==> src/rtl/rfile_pkg.sv <==
// rfile_pkg: shared constants and types for the scoreboarded register file.
// Revision 1.0
`default_nettype none

package rfile_pkg;

   localparam int REG_W_DEF  = 5;
   localparam int DATA_W_DEF = 32;
   localparam int REG_S_DEF  = 32;
   localparam int ZERO_REG   = 0;

   typedef logic [REG_W_DEF-1:0]  reg_addr_t;
   typedef logic [DATA_W_DEF-1:0] reg_data_t;

endpackage

`default_nettype wire

==> src/rtl/rfile_sboard.sv <==
// rfile_sboard: per-register busy bits with issue-over-writeback priority and NRD lookups.
// Revision 1.0
`default_nettype none

module rfile_sboard
   import rfile_pkg::*;
#(
   parameter int REG_W = REG_W_DEF,
   parameter int REG_S = REG_S_DEF,
   parameter int NRD   = 2
) (
   input  logic                 clk,
   input  logic                 rst_n,
   input  logic                 iss_v,
   input  logic [REG_W-1:0]     iss_a,
   input  logic                 clr0,
   input  logic [REG_W-1:0]     clr_a0,
   input  logic                 clr1,
   input  logic [REG_W-1:0]     clr_a1,
   input  logic [NRD*REG_W-1:0] ra,
   output logic [NRD-1:0]       rbusy
);

   function automatic logic addr_ok(input logic [REG_W-1:0] a);
      return (32'(a) != 32'(ZERO_REG)) && (32'(a) < 32'(REG_S));
   endfunction

   logic [REG_S-1:0] busy;
   logic [REG_S-1:0] busy_nxt;

   // Set is applied after the clears so a newly issuing producer wins.
   always_comb begin
      busy_nxt = busy;
      if (clr0 && addr_ok(clr_a0)) busy_nxt[clr_a0] = 1'b0;
      if (clr1 && addr_ok(clr_a1)) busy_nxt[clr_a1] = 1'b0;
      if (iss_v && addr_ok(iss_a)) busy_nxt[iss_a] = 1'b1;
   end

   always_ff @(posedge clk or negedge rst_n) begin
      if (!rst_n) busy <= '0;
      else        busy <= busy_nxt;
   end

   for (genvar gi = 0; gi < NRD; gi++) begin : g_lookup
      logic [REG_W-1:0] a;
      assign a         = ra[gi*REG_W +: REG_W];
      assign rbusy[gi] = addr_ok(a) ? busy[a] : 1'b0;
   end

endmodule

`default_nettype wire

==> src/rtl/rfile_sb.sv <==
// rfile_sb: NRD-read / 2-write register file with scoreboard; optional RFILE_BYPASS_EN write-to-read bypass.
// Revision 1.0
`default_nettype none

module rfile_sb
   import rfile_pkg::*;
#(
   parameter int REG_W  = REG_W_DEF,
   parameter int REG_S  = REG_S_DEF,
   parameter int DATA_W = DATA_W_DEF,
   parameter int NRD    = 2
) (
   input  logic                  clk,
   input  logic                  rst_n,
   input  logic [NRD*REG_W-1:0]  ra,
   output logic [NRD*DATA_W-1:0] rd,
   output logic [NRD-1:0]        rbusy,
   input  logic                  we0,
   input  logic [REG_W-1:0]      wa0,
   input  logic [DATA_W-1:0]     wd0,
   input  logic                  we1,
   input  logic [REG_W-1:0]      wa1,
   input  logic [DATA_W-1:0]     wd1,
   input  logic                  iss_v,
   input  logic [REG_W-1:0]      iss_a,
   output logic                  wr_conf
);

   function automatic logic addr_ok(input logic [REG_W-1:0] a);
      return (32'(a) != 32'(ZERO_REG)) && (32'(a) < 32'(REG_S));
   endfunction

   logic [DATA_W-1:0] mem [REG_S];
   logic              conflict;
   logic              w0_ok;
   logic              w1_ok;
   logic [NRD-1:0]    sb_busy;

   assign conflict = we0 && we1 && (wa0 == wa1) && (32'(wa0) != 32'(ZERO_REG));
   assign w0_ok    = we0 && addr_ok(wa0);
   assign w1_ok    = we1 && addr_ok(wa1) && !conflict;

   always_ff @(posedge clk or negedge rst_n) begin
      if (!rst_n) begin
         for (int i = 0; i < REG_S; i++) mem[i] <= '0;
         wr_conf <= 1'b0;
      end else begin
         if (w1_ok) mem[wa1] <= wd1;
         if (w0_ok) mem[wa0] <= wd0;
         wr_conf <= conflict;
      end
   end

   rfile_sboard #(
      .REG_W (REG_W),
      .REG_S (REG_S),
      .NRD   (NRD)
   ) u_sboard (
      .clk    (clk),
      .rst_n  (rst_n),
      .iss_v  (iss_v),
      .iss_a  (iss_a),
      .clr0   (we0),
      .clr_a0 (wa0),
      .clr1   (we1),
      .clr_a1 (wa1),
      .ra     (ra),
      .rbusy  (sb_busy)
   );

   for (genvar gi = 0; gi < NRD; gi++) begin : g_rd
      logic [REG_W-1:0]  a;
      logic [DATA_W-1:0] arr_d;
      assign a     = ra[gi*REG_W +: REG_W];
      assign arr_d = addr_ok(a) ? mem[a] : '0;
`ifdef RFILE_BYPASS_EN
      logic hit0;
      logic hit1;
      logic iss_hit;
      assign hit0    = w0_ok && (wa0 == a);
      assign hit1    = we1 && addr_ok(wa1) && (wa1 == a);
      assign iss_hit = iss_v && (iss_a == a);
      // Bypass data must not leak out while the array is held in reset.
      assign rd[gi*DATA_W +: DATA_W] = !rst_n ? '0 :
                                       hit0   ? wd0 :
                                       hit1   ? wd1 : arr_d;
      assign rbusy[gi] = (hit0 || hit1) ? (iss_hit && rst_n) : sb_busy[gi];
`else
      assign rd[gi*DATA_W +: DATA_W] = arr_d;
      assign rbusy[gi]               = sb_busy[gi];
`endif
   end

endmodule

`default_nettype wire

==> config.mk <==
export PLATFORM = sky130hd
export DESIGN_NAME = rfile_sb
export DESIGN_NICKNAME = d
export VERILOG_FILES = /design/src/rtl/rfile_pkg.sv /design/src/rtl/rfile_sboard.sv /design/src/rtl/rfile_sb.sv
export SDC_FILE = /design/constraint.sdc
export NUM_CORES = 2
export LEC_CHECK = 0
export ABC_CLOCK_PERIOD_IN_PS = 3000
export BUFFER_PORTS_ARGS = -buffer_cell sky130_fd_sc_hd__buf_4
export CAP_MARGIN = 10
export CORE_MARGIN = 2
export CORE_UTILIZATION = 42
export CTS_CLUSTER_SIZE = 8
export DETAILED_ROUTE_END_ITERATION = 10
export SYNTH_ARGS = -nofsm -noshare
export SYNTH_HDL_FRONTEND = slang
export SYNTH_HIERARCHICAL = 1
export SYNTH_SLANG_ARGS = --single-unit
==> constraint.sdc <==
create_clock -name clk -period 3 [get_ports clk]
set_input_delay 0.6 -clock clk [delete_from_list [all_inputs] [get_ports clk]]
set_output_delay 0.6 -clock clk [all_outputs]
set_load 0.02 [all_outputs]
# Word-level counts from Yosys, hierarchy flattened
# Cells that the tools add are included.
# Widths: inputs -> output; s select.
[word_totals]
ff_bits = 1057
in_bits = 94
output_inout_bits = 67
wordCells = 107
[op_classes]
magnitude_cmp = 14
eq_ne = 1
muxes = 31
n_bitwise = 9
reduce_logical = 18
[ops]
columns = ["op", "count"]
rows = [
  ["$bwmux 1024", 2],
  ["$mux 1024", 2],
  ["$mux 32", 11],
  ["$bmux 32 s5", 2],
  ["$demux 32 s5", 2],
  ["$and 32x32->32", 2],
  ["$not 32->32", 2],
  ["$or 32x32->32", 1],
  ["$lt 5x6->1 const B", 5],
  ["$reduce_bool 5->1", 5],
  ["$ge 6x6->1 const B", 4],
  ["$not 5->6", 4],
  ["$demux 1 s5", 3],
  ["$ge 5x1->1 const B", 3],
  ["$logic_and 1x1->1", 12],
  ["$lt 6x1->1 const B", 2],
  ["$bmux 1 s5", 2],
  ["$mux 1", 7],
  ["$eq 5x5->1", 1],
  ["$logic_not 1->1", 1],
]

# Logic depth before layout (Yosys ltp)
[logic_depth]
ltp_word = 11
depth_mapped = 9
depth_no_buf = 5

# Modules after synthesis
# Netlist, hierarchy kept.
[modules_own_cells]
columns = ["module", "n_inst", "cells_each", "area_per_inst_um2", "seq_area_each_um2"]
rows = [
  ["rfile_sb", 1, 7184, 63248.2, 25649.6],
  ["rfile_sboard", 1, 225, 2210.9, 775.7],
]

# Worst setup path after synthesis
# No wires, ideal clock.
[synth_path]
path_type = "in2out"
from = "in ra[6]"
to = "out rd[62]"
arrival_time_ns = 2.783
required_ns = 2.400
path_slack_ns = -0.383
stages = 8
path_buffers = 4
cell_sequence = "clkbuf_1 buf_2 buf_2 buf_2 mux2i_1 a221o_1 a22o_1 nor4_1"
[synth_via]
elab_chain_len = 5
word_cells_on_any_way = 6
classes_between = "mux: 4; bitwise: 1; reduce/logical: 1"
[synth_rtl]
columns = ["element", "line_no", "source"]
rows = [
  ["start: declaration", "rfile_sb.sv:15", "input logic [NRD*REG_W-1:0] ra,"],
  ["$not 5->6 (not written as such)", "rfile_sb.sv:75", "assign arr_d = addr_ok(a) ? mem[a] : '0;"],
  ["$bmux 32 s5", "rfile_sb.sv:75", ""],
  ["$mux 32 (not written as such) (2 in a row)", "rfile_sb.sv:75", ""],
  ["$mux 32 (*)", "rfile_sb.sv:75", ""],
  ["end: declaration", "rfile_sb.sv:16", "output logic [NRD*DATA_W-1:0] rd,"],
]
# Mark *: on every way between the ends. The rest lies on a longest branch, timed or not. The select of a mux whose other input is x is not followed.

# Worst setup path after layout
[layout_path]
from = "reg mem[530] in the netlist's numbering"
to = "out rd[18]"
[layout_via]
elab_chain_len = 4
[layout_rtl]
columns = ["element", "line_no", "source"]
rows = [
  ["start: declaration", "rfile_sb.sv:33", "logic [DATA_W-1:0] mem [REG_S];"],
  ["start signal: indexed assignment", "rfile_sb.sv:48", "if (w1_ok) mem[wa1] <= wd1;"],
  ["start signal: indexed assignment", "rfile_sb.sv:49", "if (w0_ok) mem[wa0] <= wd0;"],
  ["$bmux 32 s5", "rfile_sb.sv:75", ""],
  ["$mux 32 (not written as such) (2 in a row)", "rfile_sb.sv:75", ""],
  ["$mux 32", "rfile_sb.sv:75", ""],
]
# No other way between the ends. The select of a mux whose other input is x is not followed.

==> key figures <==
Pwr
  – Leak: 34.7 nW
  – Worst VDD drop: between 400 and 500 uV
  – Pwr/cell area: 638 nW/um^2
  – Total Power: 51.9 mW

Synth
  – Mapped cell area: about 65000 sq um
  – FF+latch count, synth: between 1k and 1.5k
  – Most used DFF post-synth: dfrtp_1
  – Post-synth EDFFs: 0
  – Post-synth top area cell: dfrtp_1
  – Distinct cells, synth: 60
  – Yosys warns: 6
  – Leading cell type by number of instances after synthesis: nand2_1
  – Post-synth top area share: 0.404
  – Post-Synthesis Cells: 7409
  – Fraction of registers with async set/reset: 1.00
  – Syn Nets: between 7k and 8k
  – Ranking of synthesized cells by area: dfrtp_1 40%, mux4_2 13%, nand2_1 12%
  – Register area share after synthesis: 0.404
  – Synth cell count leaders: 2070 x nand2_1, 1056 x dfrtp_1, 974 x a31oi_1
  – Mean post-synth cell area: 8.84 sq um

Worst setup path
  – Setup crit end kind: primary output
  – Setup Crit Path Kind: reg2out
  – R2r setup slk: between 2 and 2.5 ns
  – Startpoint Class: register
  – CP max FO: 3
  – Critical path arrival: about 2.9 ns
  – Worst EP required: around 2.4 ns

Timing
  – Setup TNS: -12.14 ns
  – RSZ-0062 raised after global routing: true
  – Hold slack: 0.223 ns
  – Setup-failing EPs final: 63
  – Setup WS post-layout: -0.463 ns
  – Fmax: just under 300 MHz
  – Final Hold Fails: 0
  – Least-Margin Pin Slew: roughly 1.1 ns
  – Max Slew Vio Count: 0
  – Fraction of the cycle the final worst path needs: 1.15
  – Normalized max-slew margin: 0.263
  – Skew final: 0 ns
  – Tmin final: 3.46 ns

Min path
  – Hold WC Path Type: in2reg

Clock network
  – CTS tree: done
  – Root Buffer: clkbuf_16
  – H-tree depth: 4
  – Clock-pin slew on the worst setup and hold paths: about 0.05 ns
  – Clk sinks: around 1.1k
  – CTS Buf Count: between 150 and 200
  – Clk Latency, worst-skew pair: 0.80 ns
  – CTS Buffer Depth: 3

GRT
  – Aggregate global routing overflow: 0
  – Antenna violations before repair: 11
  – Largest net degree at the start of global routing: between 100 and 150
  – Gr usage total: 0.381
  – First-pass GRT wire length: around 440000 um
  – Vias in the first global route: around 63k

Placed design
  – IO Port Bufs: 160
  – DP Cell Count: roughly 9.3k
  – Post-DP HPWL: approximately 190000 um
  – DP Worst Slack: -0.793 ns
  – RD Place Congestion: between 0.9 and 1

Routing
  – DR pass1 iterations: 7
  – First DRT Iteration DRCs: roughly 10k
  – Vias: approximately 65k
  – Vias per cell: between 6 and 7
  – Final wirelength: around 310000 um
  – Drt drc: 0
  – Routed Antenna Nets: 0
  – WL/cell: approximately 32 um

Layout
  – Area Growth Syn to Fin: 24.4%
  – Finished Layout Cells: 9646
  – Nets: roughly 7.7k
  – Multi-input gate area: 38200 sq um
  – Layout fillers: 13.4k
  – Reg area: ~26000 sq um
  – Share of cells above drive strength 1: 0.242

Status
  – Outcome: finished, violations left
  – Failing checks: negative setup slack

Floorplan
  – Die Span Y: 399 um
  – Initial core utilization: 0.424
  – Ports: between 150 and 200
  – Core area: between 150000 and 200000 sq um
  – Row count: between 100 and 150
  – Die W: around 400 um
  – Die area: between 150000 and 200000 sq um

Job
  – Max Cap Violations: 0
where the power goes:
part           internal, mW  total, mW  leakage [nW]  switching [mW]
clock network          9.13       15.9          1.98            6.75
logic                  7.61       14.8          19.9            7.20
registers              18.0       21.3          12.9            3.25
total                  34.7       51.9          34.7            17.2
worst max-delay path, stage by stage, from the launching register on:
cell and delay [ns]:
dfrtp_1 0.39, mux4_2 0.47, a22o_1 0.27, a2111oi_4 0.57
nor3_2 0.15, buf_4 0.20
final timing paths:
| kind | cells past startpoint | endpoint | start |
|---|---|---|---|
| worst max-delay path | 5 | rd[18] | mem[530] |
| worst min-delay path | 3 | u_sboard/busy[16] | iss_a[3] |
| worst max register to register | 4 | mem[644] | mem[644] |
| worst min register to register | 0 | mem[1016] | mem[1016] |
| max in group asynchronous | 4 | mem[282] | rst_n |
| min in group asynchronous | 2 | mem[70] | rst_n |
cells by family (layout without fill, tap and decap cells):
group                  Yosys count  count (layout)  synth area share
buffers and inverters          852            1038            0.0551
multiplexers                   694             694             0.182
other                            0               6                 0
AND/OR/NAND/NOR               3290            3291             0.198
AO/OA/AOI/OAI                 1512            1512             0.161
XOR/XNOR                         5               5          0.000669
flip-flops                    1056            1056             0.404
area by class of cell:
cell class / instances / area share
antenna: 6 / 0.000184
clock buffer: 167 / 0.0483
clock inverter: 10 / 0.00135
inverter: 3 / 0.000138
multi-input combinational: 5502 / 0.470
sequential: 1056 / 0.325
tap: 2044 / 0.0314
timing repair buffer: 858 / 0.124
through the flow:
step,instance area [sq um],utilization
after global placement,73800,0.478
final,81400,0.527
after floorplan,66300,-
after detailed placement,73800,0.478
after CTS,80500,0.522
after global routing,81400,0.527
per-layer routing:
layer | global-route usage | part of all wire
met5 | 0 | 0.00020
met4 | 0.260 | 0.079
met3 | 0.124 | 0.14
met2 | 0.553 | 0.43
met1 | 0.484 | 0.35
cell usage in the layout, fill, tap and decap left out, drive strengths merged, types with 43 or more instances in the layout:
master / n
a211oi: 104
dfrtp: 1056
o22ai: 64
a22o: 121
a21oi: 63
mux4: 392
mux2i: 234
mux2: 68
a31oi: 974
buf: 845
nor2: 971
o211ai: 43
nor2b: 63
nand2: 2070
clkbuf: 174
registers in the layout (all words and copies together), names as in the netlist:
signal and flops:
mem 1024, u_sboard/busy 31, wr_conf 1
what timing repair did:
action / in CTS / in global routing
gates resized for setup: 291 / 138
pin swaps: 124 / 59
endpoints found under the hold margin: 21 / 0
cloned: 15 / 6
hold buffers: 1 / 0
endpoints found under the setup margin: 66 / 66
setup buffers: 88 / 34
(Power assumes the default switching activity.)
